`src/rtl/seg7_down_count_monitor.sv`:
```
// Receive-side checker for an active-low 7448-style seven-segment bus: debounces, decodes,
// verifies the count steps by one per change and counts errors. Option: SEG7MON_DIR_DETECT_EN.
module seg7_down_count_monitor #(
    parameter int unsigned STABLE_CYCLES = 4,
    parameter int unsigned ERR_CNT_W     = 8
) (
    input  logic                 CP,
    input  logic                 rstn,
    input  logic [6:0]           i_Z,
    input  logic                 i_resync,
    output logic [3:0]           o_Q,
    output logic                 o_valid,
    output logic                 o_blank,
    output logic                 o_illegal,
    output logic                 o_seq_err,
    output logic [ERR_CNT_W-1:0] o_err_cnt,
    output logic                 o_dir
);

    localparam int unsigned CNT_W = (STABLE_CYCLES > 2) ? $clog2(STABLE_CYCLES) : 1;
    localparam logic [CNT_W-1:0] CNT_MAX = CNT_W'(STABLE_CYCLES - 1);

`ifdef SEG7MON_DIR_DETECT_EN
    typedef enum logic [1:0] {SYNC_WAIT, DETECT, TRACK} state_t;
`else
    typedef enum logic [1:0] {SYNC_WAIT, TRACK} state_t;
`endif

    state_t               state_q, state_d;
    logic [6:0]           seg_q, seg_d;
    logic [CNT_W-1:0]     cnt_q;
    logic [6:0]           last_q, last_d;
    logic [3:0]           ref_q, ref_d;
    logic [3:0]           q_q, q_d;
    logic                 blank_q, blank_d;
    logic                 valid_q, valid_d;
    logic                 illegal_q, illegal_d;
    logic                 seq_err_q, seq_err_d;
    logic [ERR_CNT_W-1:0] err_q, err_d;
    logic                 dir_q, dir_d;
    logic                 accept;
    logic                 err_inc;
    logic                 legal;
    logic [3:0]           val;
    logic [3:0]           exp_val;
    logic [4:0]           dec;

    // Returns {legal, value} for an active-high gfedcba pattern.
    function automatic logic [4:0] decode(input logic [6:0] s);
        case (s)
            7'h3F: decode = {1'b1, 4'h0};
            7'h06: decode = {1'b1, 4'h1};
            7'h5B: decode = {1'b1, 4'h2};
            7'h4F: decode = {1'b1, 4'h3};
            7'h66: decode = {1'b1, 4'h4};
            7'h6D: decode = {1'b1, 4'h5};
            7'h7C: decode = {1'b1, 4'h6};
            7'h07: decode = {1'b1, 4'h7};
            7'h7F: decode = {1'b1, 4'h8};
            7'h67: decode = {1'b1, 4'h9};
            7'h58: decode = {1'b1, 4'hA};
            7'h4C: decode = {1'b1, 4'hB};
            7'h62: decode = {1'b1, 4'hC};
            7'h69: decode = {1'b1, 4'hD};
            7'h78: decode = {1'b1, 4'hE};
            7'h00: decode = {1'b1, 4'hF};
            default: decode = 5'h00;
        endcase
    endfunction

    assign seg_d = ~i_Z;

    // Reset sample is all-off, so a blank bus after reset counts toward stability but never accepts.
    always_ff @(posedge CP or negedge rstn) begin
        if (!rstn) begin
            seg_q <= '0;
            cnt_q <= '0;
        end else begin
            seg_q <= seg_d;
            if (seg_d != seg_q) begin
                cnt_q <= '0;
            end else if (cnt_q != CNT_MAX) begin
                cnt_q <= cnt_q + CNT_W'(1);
            end
        end
    end

    assign accept  = (cnt_q == CNT_MAX) && (seg_q != last_q);
    assign dec     = decode(seg_q);
    assign legal   = dec[4];
    assign val     = dec[3:0];
    assign exp_val = dir_q ? (ref_q + 4'd1) : (ref_q - 4'd1);

    always_comb begin
        state_d   = state_q;
        last_d    = last_q;
        ref_d     = ref_q;
        q_d       = q_q;
        blank_d   = blank_q;
        dir_d     = dir_q;
        valid_d   = 1'b0;
        illegal_d = 1'b0;
        seq_err_d = 1'b0;
        err_inc   = 1'b0;

        if (accept) begin
            last_d = seg_q;
            if (!legal) begin
                illegal_d = 1'b1;
                err_inc   = 1'b1;
                state_d   = SYNC_WAIT;
            end else begin
                valid_d = 1'b1;
                q_d     = val;
                blank_d = (seg_q == 7'h00);
                ref_d   = val;
                if (i_resync) begin
                    state_d = TRACK;
                end else begin
                    case (state_q)
`ifdef SEG7MON_DIR_DETECT_EN
                        SYNC_WAIT: state_d = DETECT;
                        DETECT: begin
                            if (val == ref_q + 4'd1) begin
                                dir_d   = 1'b1;
                                state_d = TRACK;
                            end else if (val == ref_q - 4'd1) begin
                                dir_d   = 1'b0;
                                state_d = TRACK;
                            end else begin
                                seq_err_d = 1'b1;
                                err_inc   = 1'b1;
                            end
                        end
`else
                        SYNC_WAIT: state_d = TRACK;
`endif
                        TRACK: begin
                            if (val != exp_val) begin
                                seq_err_d = 1'b1;
                                err_inc   = 1'b1;
                            end
                        end
                        default: state_d = SYNC_WAIT;
                    endcase
                end
            end
        end else if (i_resync) begin
            state_d = SYNC_WAIT;
        end

        err_d = (err_inc && (err_q != '1)) ? (err_q + ERR_CNT_W'(1)) : err_q;
    end

    always_ff @(posedge CP or negedge rstn) begin
        if (!rstn) begin
            state_q   <= SYNC_WAIT;
            last_q    <= '0;
            ref_q     <= '0;
            q_q       <= '0;
            blank_q   <= 1'b0;
            valid_q   <= 1'b0;
            illegal_q <= 1'b0;
            seq_err_q <= 1'b0;
            err_q     <= '0;
            dir_q     <= 1'b0;
        end else begin
            state_q   <= state_d;
            last_q    <= last_d;
            ref_q     <= ref_d;
            q_q       <= q_d;
            blank_q   <= blank_d;
            valid_q   <= valid_d;
            illegal_q <= illegal_d;
            seq_err_q <= seq_err_d;
            err_q     <= err_d;
            dir_q     <= dir_d;
        end
    end

    assign o_Q       = q_q;
    assign o_valid   = valid_q;
    assign o_blank   = blank_q;
    assign o_illegal = illegal_q;
    assign o_seq_err = seq_err_q;
    assign o_err_cnt = err_q;
    assign o_dir     = dir_q;

endmodule
```
`config.mk`:
```
export PLATFORM = sky130hd
export DESIGN_NAME = seg7_down_count_monitor
export DESIGN_NICKNAME = d
export VERILOG_FILES = /design/src/rtl/seg7_down_count_monitor.sv
export SDC_FILE = /design/constraint.sdc
export NUM_CORES = 1
export LEC_CHECK = 0
export ABC_AREA = 1
export CAP_MARGIN = 10
export CORE_UTILIZATION = 40
export CTS_CLUSTER_DIAMETER = 50
export DETAILED_ROUTE_END_ITERATION = 7
export PLACE_DENSITY = 0.71
export REMOVE_ABC_BUFFERS = 1
export SLEW_MARGIN = 20
export SYNTH_ARGS = -nofsm -noshare
export SYNTH_HDL_FRONTEND = slang
export SYNTH_SLANG_ARGS = --single-unit
```
`constraint.sdc`:
```
create_clock -name CP -period 2.15 [get_ports CP]
set_clock_uncertainty 0.15 [all_clocks]
set_input_delay 0.3225 -clock CP [delete_from_list [all_inputs] [get_ports CP]]
set_output_delay 0.3225 -clock CP [all_outputs]
set_load 0.01 [all_outputs]
```
# Word-level counts from Yosys, hierarchy flattened
# Cells that the tools add are included.
# word_totals
word_cells,64
register_bits,34
output_inout_bits,17
# op_classes
n_mux,19
n_bitwise,1
n_addsub,3
n_reduce_logical,8
n_eq_ne,23
# op_table
operator,n
"7-bit == test, second input constant",12
5-bit case mux with 16 select lines,1
"7-bit by 3-bit == test with 1-bit output, second input constant",2
7-bit != test,2
2-bit two-way mux,6
1-bit two-way mux,11
"8-bit by 1-bit adder with 8-bit output, second input constant",1
"8-bit != test, second input constant",1
"7-bit by 6-bit == test with 1-bit output, second input constant",1
7-bit logical NOT,1
7-bit NOT,1
4-bit != test,1
2-bit case mux with 2 select lines,1
2-bit AND reduction,2
2-bit nonzero test,2
"4-bit by 1-bit subtractor with 4-bit output, second input constant",1
"3-bit != test, second input constant",1
"2-bit by 1-bit adder with 2-bit output, second input constant",1
"2-bit by 1-bit == test with 1-bit output, second input constant",1
"2-bit == test, second input constant",1
1-bit logical AND,2
2-bit logical NOT,1
"2-bit != test, second input constant",1

# Logic depth before layout (Yosys ltp)
# Gate-level depths: netlist of the first run.
# depth
word_depth,9
mapped_depth,18
ltp_nobuf,17

# Worst setup path before layout of the first run
# OpenSTA, ideal clock, no wires.
# synth_path
kind,register -> register
startpoint,register seg_q[6]
endpoint,"register err_q[6], in the netlist o_err_cnt[6]"
setup_slack_ps,225
required_time_ps,1882
arrival_time_ps,1657
setup_ps,118
stages_incl_launch_ff,14
cell_sequence,dfrtp_1 buf_2 nand2_2 nor2_4 nand3_2 nand2_4 nor2_8 nand2_4 nor3b_4 nand2_2 nand2_4 nand2_8 nand2_2 nand2_1
# synth_between
elab_chain_len,9
elab_cells_between_ends,26
cone_classes,eq/ne (17); mux (6); reduce/logical (3)
# synth_rtl
element,line_no,rtl
"start, declared",30,"logic [6:0] seg_q, seg_d;"
"start signal, assigned",79,seg_q <= seg_d;
7-bit == test (tied with other cells),50,case (s)
5-bit case mux with 16 select lines,50,
4-bit != test,139,if (val != exp_val) begin
1-bit two-way mux,139,
1-bit two-way mux,120,case (state_q)
1-bit two-way mux,117,if (i_resync) begin
1-bit two-way mux,108,if (!legal) begin
1-bit two-way mux (*),106,if (accept) begin
1-bit logical AND (*),152,err_d = (err_inc && (err_q != '1)) ? (err_q + ERR_CNT_W'(1)) : err_q;
"end signal, assigned",176,err_q <= err_d;
"end, declared",39,"logic [ERR_CNT_W-1:0] err_q, err_d;"
# Every way passes the cells marked *; elsewhere a longest branch is shown, timed or not.
# A chain may end at the register's enable or synchronous reset.

# Worst setup path after layout of the first run
# layout_path
startpoint,register seg_q[0]
endpoint,"register err_q[1], in the netlist o_err_cnt[1]"
# The elaborated chain is that of the path after synthesis.

==> results.txt, run 1 <==
Non-Filler Instances -> 357
Diode count -> 0
Final slew viol count -> 0
Post-synth top area share -> 40.6%
Die ar. -> 0.00537 mm^2
Most common cell in the netlist -> nand2_1
Critical Path AT -> 2140 ps
Antenna Violating Nets Remaining -> 0
CP dominant cell by count -> nand2_1
Pwr/cell area -> 459 mW/mm^2
WP data required -> 2230 ps
Slowest Stage Delay on Critical Path -> 460 ps
Critical path peak fanout -> 8
Skew-Pair Late Insertion Delay -> 280 ps
Layout cells sized above 1 -> 29.7%
H-tree depth -> 2
Largest net degree at the start of global routing -> 34
Critical Path Sink Type -> flip-flop
Hold-fix buffers, CTS -> 0
CTS sink cnt -> 33
CTS buffer count -> 5
WS Path Type -> reg -> reg
Chip width -> 73.3 um
Worst Hold Slack -> 285 ps
Sw Share -> 24.7%
Synthesized area -> 0.00203 mm^2
Final Util -> 53.8%
First-pass DRT Iterations -> 4
Top cells by count, synth -> nand2_1 (67), dfrtp_1 (33), nor2_1 (27)
Global-route wire length before repair -> 6.77 mm
Total track usage -> 16.6%
DP Wirelength -> 2.91 mm
Final Hold Viols -> 0
CTS clk-pin slew, worst paths -> 60 ps
CP bufs+invs -> 2
R2R Setup Slk -> 80 ps
Worst min path class -> in -> async
Synth Register Bits -> 33
Period minus WS final -> 2070 ps
Detailed Route WL -> 4.05 mm
Iter 0 DRT Violations -> 76
Final period utilization -> 96.1%
Clk root buf -> clkbuf_8
Status -> complete, no violations
Worst r2r src -> seg_q[0]
Internal -> 0.895 mW
Vias per cell -> 4.66
Gr ovfl total -> 0
# Max-Cap Violations -> 0
WL/cell -> 11.3 um
Yosys Warn Count -> 0
Primary FF master, synth -> dfrtp_1
Final Net Count -> 304
CTS tree -> done
Switching power -> 0.294 mW
Worst VDD drop -> 294 uV
Cell taking the most area after synthesis -> dfrtp_1
Post-Synthesis Cells -> 253
Setup violations, final -> 0
Final instance area -> 0.00259 mm^2
Post-synth EDFFs -> 0
RSZ-0062 raised after global routing -> true
Post-synth cell types -> 29
Area growth syn-to-layout -> 27.5%
Leak Pwr -> 1.26 nW
Placer Congestion -> 0.841
Post-synthesis sequential area ratio -> 40.6%
Port Buffers -> 25
Pwr Total -> 1.19 mW
Die Ht -> 73.3 um
Ports -> 27
Max Fclk -> 484 MHz
Clock share of power -> 35.5%
Worst R2R End -> o_err_cnt[1]
R2R cell count -> 12
Initial antenna violation count -> 0
Core area -> 0.00482 mm^2
Fraction of registers with async set/reset -> 100%
Post-synthesis area per instance -> 8.04 um^2
Worst path cell trace -> buf_4, xnor2_1, nand2_1, nor3_1, nand4_1, nand2_1, inv_1, nand2_2, nand2_4, nand2_8, nand2_2, nand2_1
CTS Buffer Depth -> 2
Flop pwr share -> 54.1%
DR DRC count -> 0
Starting Density -> 42.2%
Startpoint types -> flip-flop
Vias in the first global route -> 1549
CP max-delay cell -> dfrtp_2
Placed Area -> 0.00235 mm^2
CP delay by family, top -> simple AND/OR/NAND/NOR gates
Part of the power in combinational logic -> 10.4%
Top post-synthesis cells by area -> dfrtp_1 (41%), nand2_1 (12%), xor2_1 (5.2%)
Routed via count -> 1665
Cell Rows -> 25
Dpl cells -> 342
## final cells by class
type	instances	area, um^2
fillers	460	2220
well taps	67	83.8
multi-input cells	190	1170
inverters	26	103
repair buffers	35	325
flip-flops and latches	33	835
clock buffers	5	68.8
clock inverters	1	5.00
## placed cells by master, fill, tap and decap left out, types with 2 or more instances in the layout
master | Yosys | routed
inv_1 | 20 | 20
dfrtp_1 | 33 | 26
dfrtp_2 | 0 | 7
xor2_1 | 12 | 12
nand4_1 | 5 | 5
ha_1 | 3 | 3
nand3_2 | 3 | 3
xnor2_1 | 7 | 7
nand2_2 | 16 | 30
buf_4 | 2 | 10
o21ai_0 | 11 | 11
nor2_4 | 3 | 9
inv_4 | 0 | 2
nor2_2 | 4 | 7
nand2_4 | 5 | 5
nor2_1 | 27 | 18
nand3_1 | 13 | 13
nand2_1 | 67 | 54
nand3b_1 | 4 | 4
clkbuf_8 | 0 | 5
clkdlybuf4s50_1 | 0 | 25
inv_2 | 6 | 4
## metrics by stage
stage	setup slack [ps]	setup TNS (ps)
4_1_cts	16.5	0
2_1_floorplan	196	0
3_5_place_dp	35.0	0
5_1_grt	-65.4	-504
3_3_place_gp	61.1	0
6_report	84.1	0
## power groups by stage
stage | registers [mW] | logic (mW) | clock network, mW
global route | 0.645 | 0.138 | 0.462
detailed placement | 0.653 | 0.100 | 0
floorplan | 0.651 | 0.0582 | 0
finish | 0.644 | 0.123 | 0.422
global placement | 0.653 | 0.0994 | 0
CTS | 0.642 | 0.100 | 0.439
## kinds of logic (layout without fill, tap and decap cells)
kind of cell | count (synthesis) | after routing | share of synthesized area (%)
AO/OA/AOI/OAI | 14 | 14 | 3.69
XOR/XNOR | 19 | 19 | 8.18
adder cells (fa/ha/maj) | 3 | 3 | 1.85
buffers and inverters | 31 | 67 | 6.21
flip-flops | 33 | 33 | 40.6
multiplexers | 1 | 1 | 0.492
other | 1 | 1 | 0.184
AND/OR/NAND/NOR | 151 | 152 | 38.8
## sequential cells by signal, summed over array words and instances, names as in the netlist, 2 cells and up
register / cells
cnt_q: 2
last_q: 7
o_Q: 4
o_err_cnt: 8
seg_q: 7
## per-layer routing
metal | up-vias | share of wire [%] | global-route usage, %
li1 | 866 | - | -
met1 | 760 | 45 | 21.7
met2 | 33 | 50 | 26.6
met3 | 6 | 2.9 | 3.70
met4 | 0 | 1.9 | 7.05
met5 | - | 0 | 0
## worst max-delay path by stage
stage	startpoint	end	slack, ps	depth (start not counted)
6_report	seg_q[0]	o_err_cnt[1]	80	12
3_3_place_gp	seg_q[6]	o_err_cnt[0]	60	15
4_1_cts	seg_q[4]	o_err_cnt[6]	20	13
2_1_floorplan	seg_q[4]	o_err_cnt[6]	200	13
5_1_grt	seg_q[4]	o_err_cnt[4]	-70	17
3_5_place_dp	seg_q[4]	o_err_cnt[6]	30	13
## timing repair
action                                  4_1_cts  5_1_grt
endpoints found under the setup margin        0        9
gates resized for setup                       0       37
buffers inserted                              0        8
Power figures use the tool's default switching activity.
==> inputs of run 2 (changes only) <==
Settings changed: CORE_UTILIZATION 40 to 55, PLACE_DENSITY 0.71 to 0.9.
==> results.txt, run 2 (same netlist as run 1, synthesis figures left out) <==
Status -> complete, but fails checks
Violated checks -> setup timing
Initial antenna violation count -> 0
Setup TNS -> -10.8 ps
Final Hold Viols -> 0
Clk root buf -> clkbuf_8
Routed via count -> 1771
DR DRC count -> 0
Leak Pwr -> 1.27 nW
Worst min path class -> in -> async
First-pass DRT Iterations -> 4
CTS Buffer Depth -> 2
Critical Path Sink Type -> flip-flop
Iter 0 DRT Violations -> 91
Antenna Violating Nets Remaining -> 0
Vias in the first global route -> 1705
CTS buffer count -> 5
Max Fclk -> 463 MHz
Startpoint types -> flip-flop
Core area -> 0.00344 mm^2
RSZ-0062 raised after global routing -> true
Skew-Pair Late Insertion Delay -> 290 ps
DP Wirelength -> 3.14 mm
Layout cells sized above 1 -> 27.9%
Detailed Route WL -> 4.40 mm
Ports -> 27
WL/cell -> 13.1 um
Largest net degree at the start of global routing -> 34
Final slew viol count -> 0
Chip width -> 62.8 um
H-tree depth -> 2
CTS clk-pin slew, worst paths -> 70 ps
Port Buffers -> 25
WS Path Type -> reg -> reg
Vias per cell -> 5.27
Max reg flops -> 8
Critical path peak fanout -> 8
Die Ht -> 62.8 um
Worst VDD drop -> 468 uV
Pwr/cell area -> 497 mW/mm^2
Final Net Count -> 302
Total track usage -> 23.1%
# Max-Cap Violations -> 0
Setup violations, final -> 1
Area growth syn-to-layout -> 26.3%
Starting Density -> 59.1%
Period minus WS final -> 2160 ps
Worst Setup Slack, final -> -10.8 ps
Diode count -> 0
CTS sink cnt -> 33
R2R Setup Slk -> -10 ps
Global-route wire length before repair -> 7.22 mm
Die ar. -> 0.00394 mm^2
Fillers -> 240
Placer Congestion -> 0.890
CTS tree -> done
Cell Rows -> 21
Commonest non-fill, non-tap cell in the layout -> nand2_1
Non-Filler Instances -> 336
Gr ovfl total -> 0
Most frequent cells in the layout -> nand2_1 (57), dfrtp_1 (27), nand2_2 (25), clkdlybuf4s50_1 (25), inv_1 (20)
WP data required -> 2230 ps
Critical Path AT -> 2240 ps
Dpl cells -> 322
Final period utilization -> 101%
[run 2: final timing paths]
path                                     end  depth (start not counted)       from
worst max-delay path            o_err_cnt[4]                         11   seg_q[2]
worst min-delay path                  o_Q[2]                          2       rstn
worst max register to register  o_err_cnt[4]                         11   seg_q[2]
worst min register to register     last_q[0]                          2  last_q[0]
max in group asynchronous           seg_q[4]                          2       rstn
min in group CP                    last_q[0]                          2  last_q[0]
[run 2: final cells by class]
type	instances	area (um^2)	area share (%)
well taps	46	57.6	2.24
clock inverters	1	5.00	0.195
multi-input cells	190	1170	45.5
flip-flops and latches	33	833	32.5
clock buffers	7	96.3	3.75
inverters	26	97.6	3.80
repair buffers	33	310	12.1
[run 2: metrics by stage]
stage	hold WS, ps	cell area, um^2	power [mW]	worst slack (ps)	util [%]
2_1_floorplan	-123	2000	0.709	196	-
3_3_place_gp	340	2330	0.753	81.6	67.8
3_5_place_dp	350	2330	0.756	4.65	67.8
4_1_cts	306	2440	1.26	38.9	70.8
5_1_grt	326	2570	1.34	-148	74.6
6_report	283	2570	1.28	-10.8	74.6
[run 2: critical path: stages, from the launching register on]
cell     delay (ps)
dfrtp_2         470
buf_4           160
xor2_1          150
nor3_1          200
nand4_1         110
nand2_1         210
inv_1           150
nand2_2         140
nand2_4         100
nand2_8         130
nand2_2          60
nand2_1          80
[run 2: repair_timing]
item,CTS,global route
hold buffers,0,0
endpoints found under the setup margin,2,9
gates cloned,0,1
resized for setup,1,30
pin swaps,0,11
setup buffers,0,5
[run 2: layer usage]
layer | GRT usage, % | part of all wire, % | vias up
li1 | - | - | 863
met1 | 27.3 | 42 | 855
met2 | 41.6 | 52 | 46
met3 | 5.11 | 4.4 | 7
met4 | 6.69 | 1.4 | 0
met5 | 0 | 0 | -
[run 2: power by group]
part           total, mW  internal (mW)  switching, mW  leakage (nW)
registers          0.644          0.629         0.0154         0.439
clock network      0.514          0.289          0.225        0.0542
logic              0.118         0.0502         0.0682         0.777
total               1.28          0.968          0.308          1.27
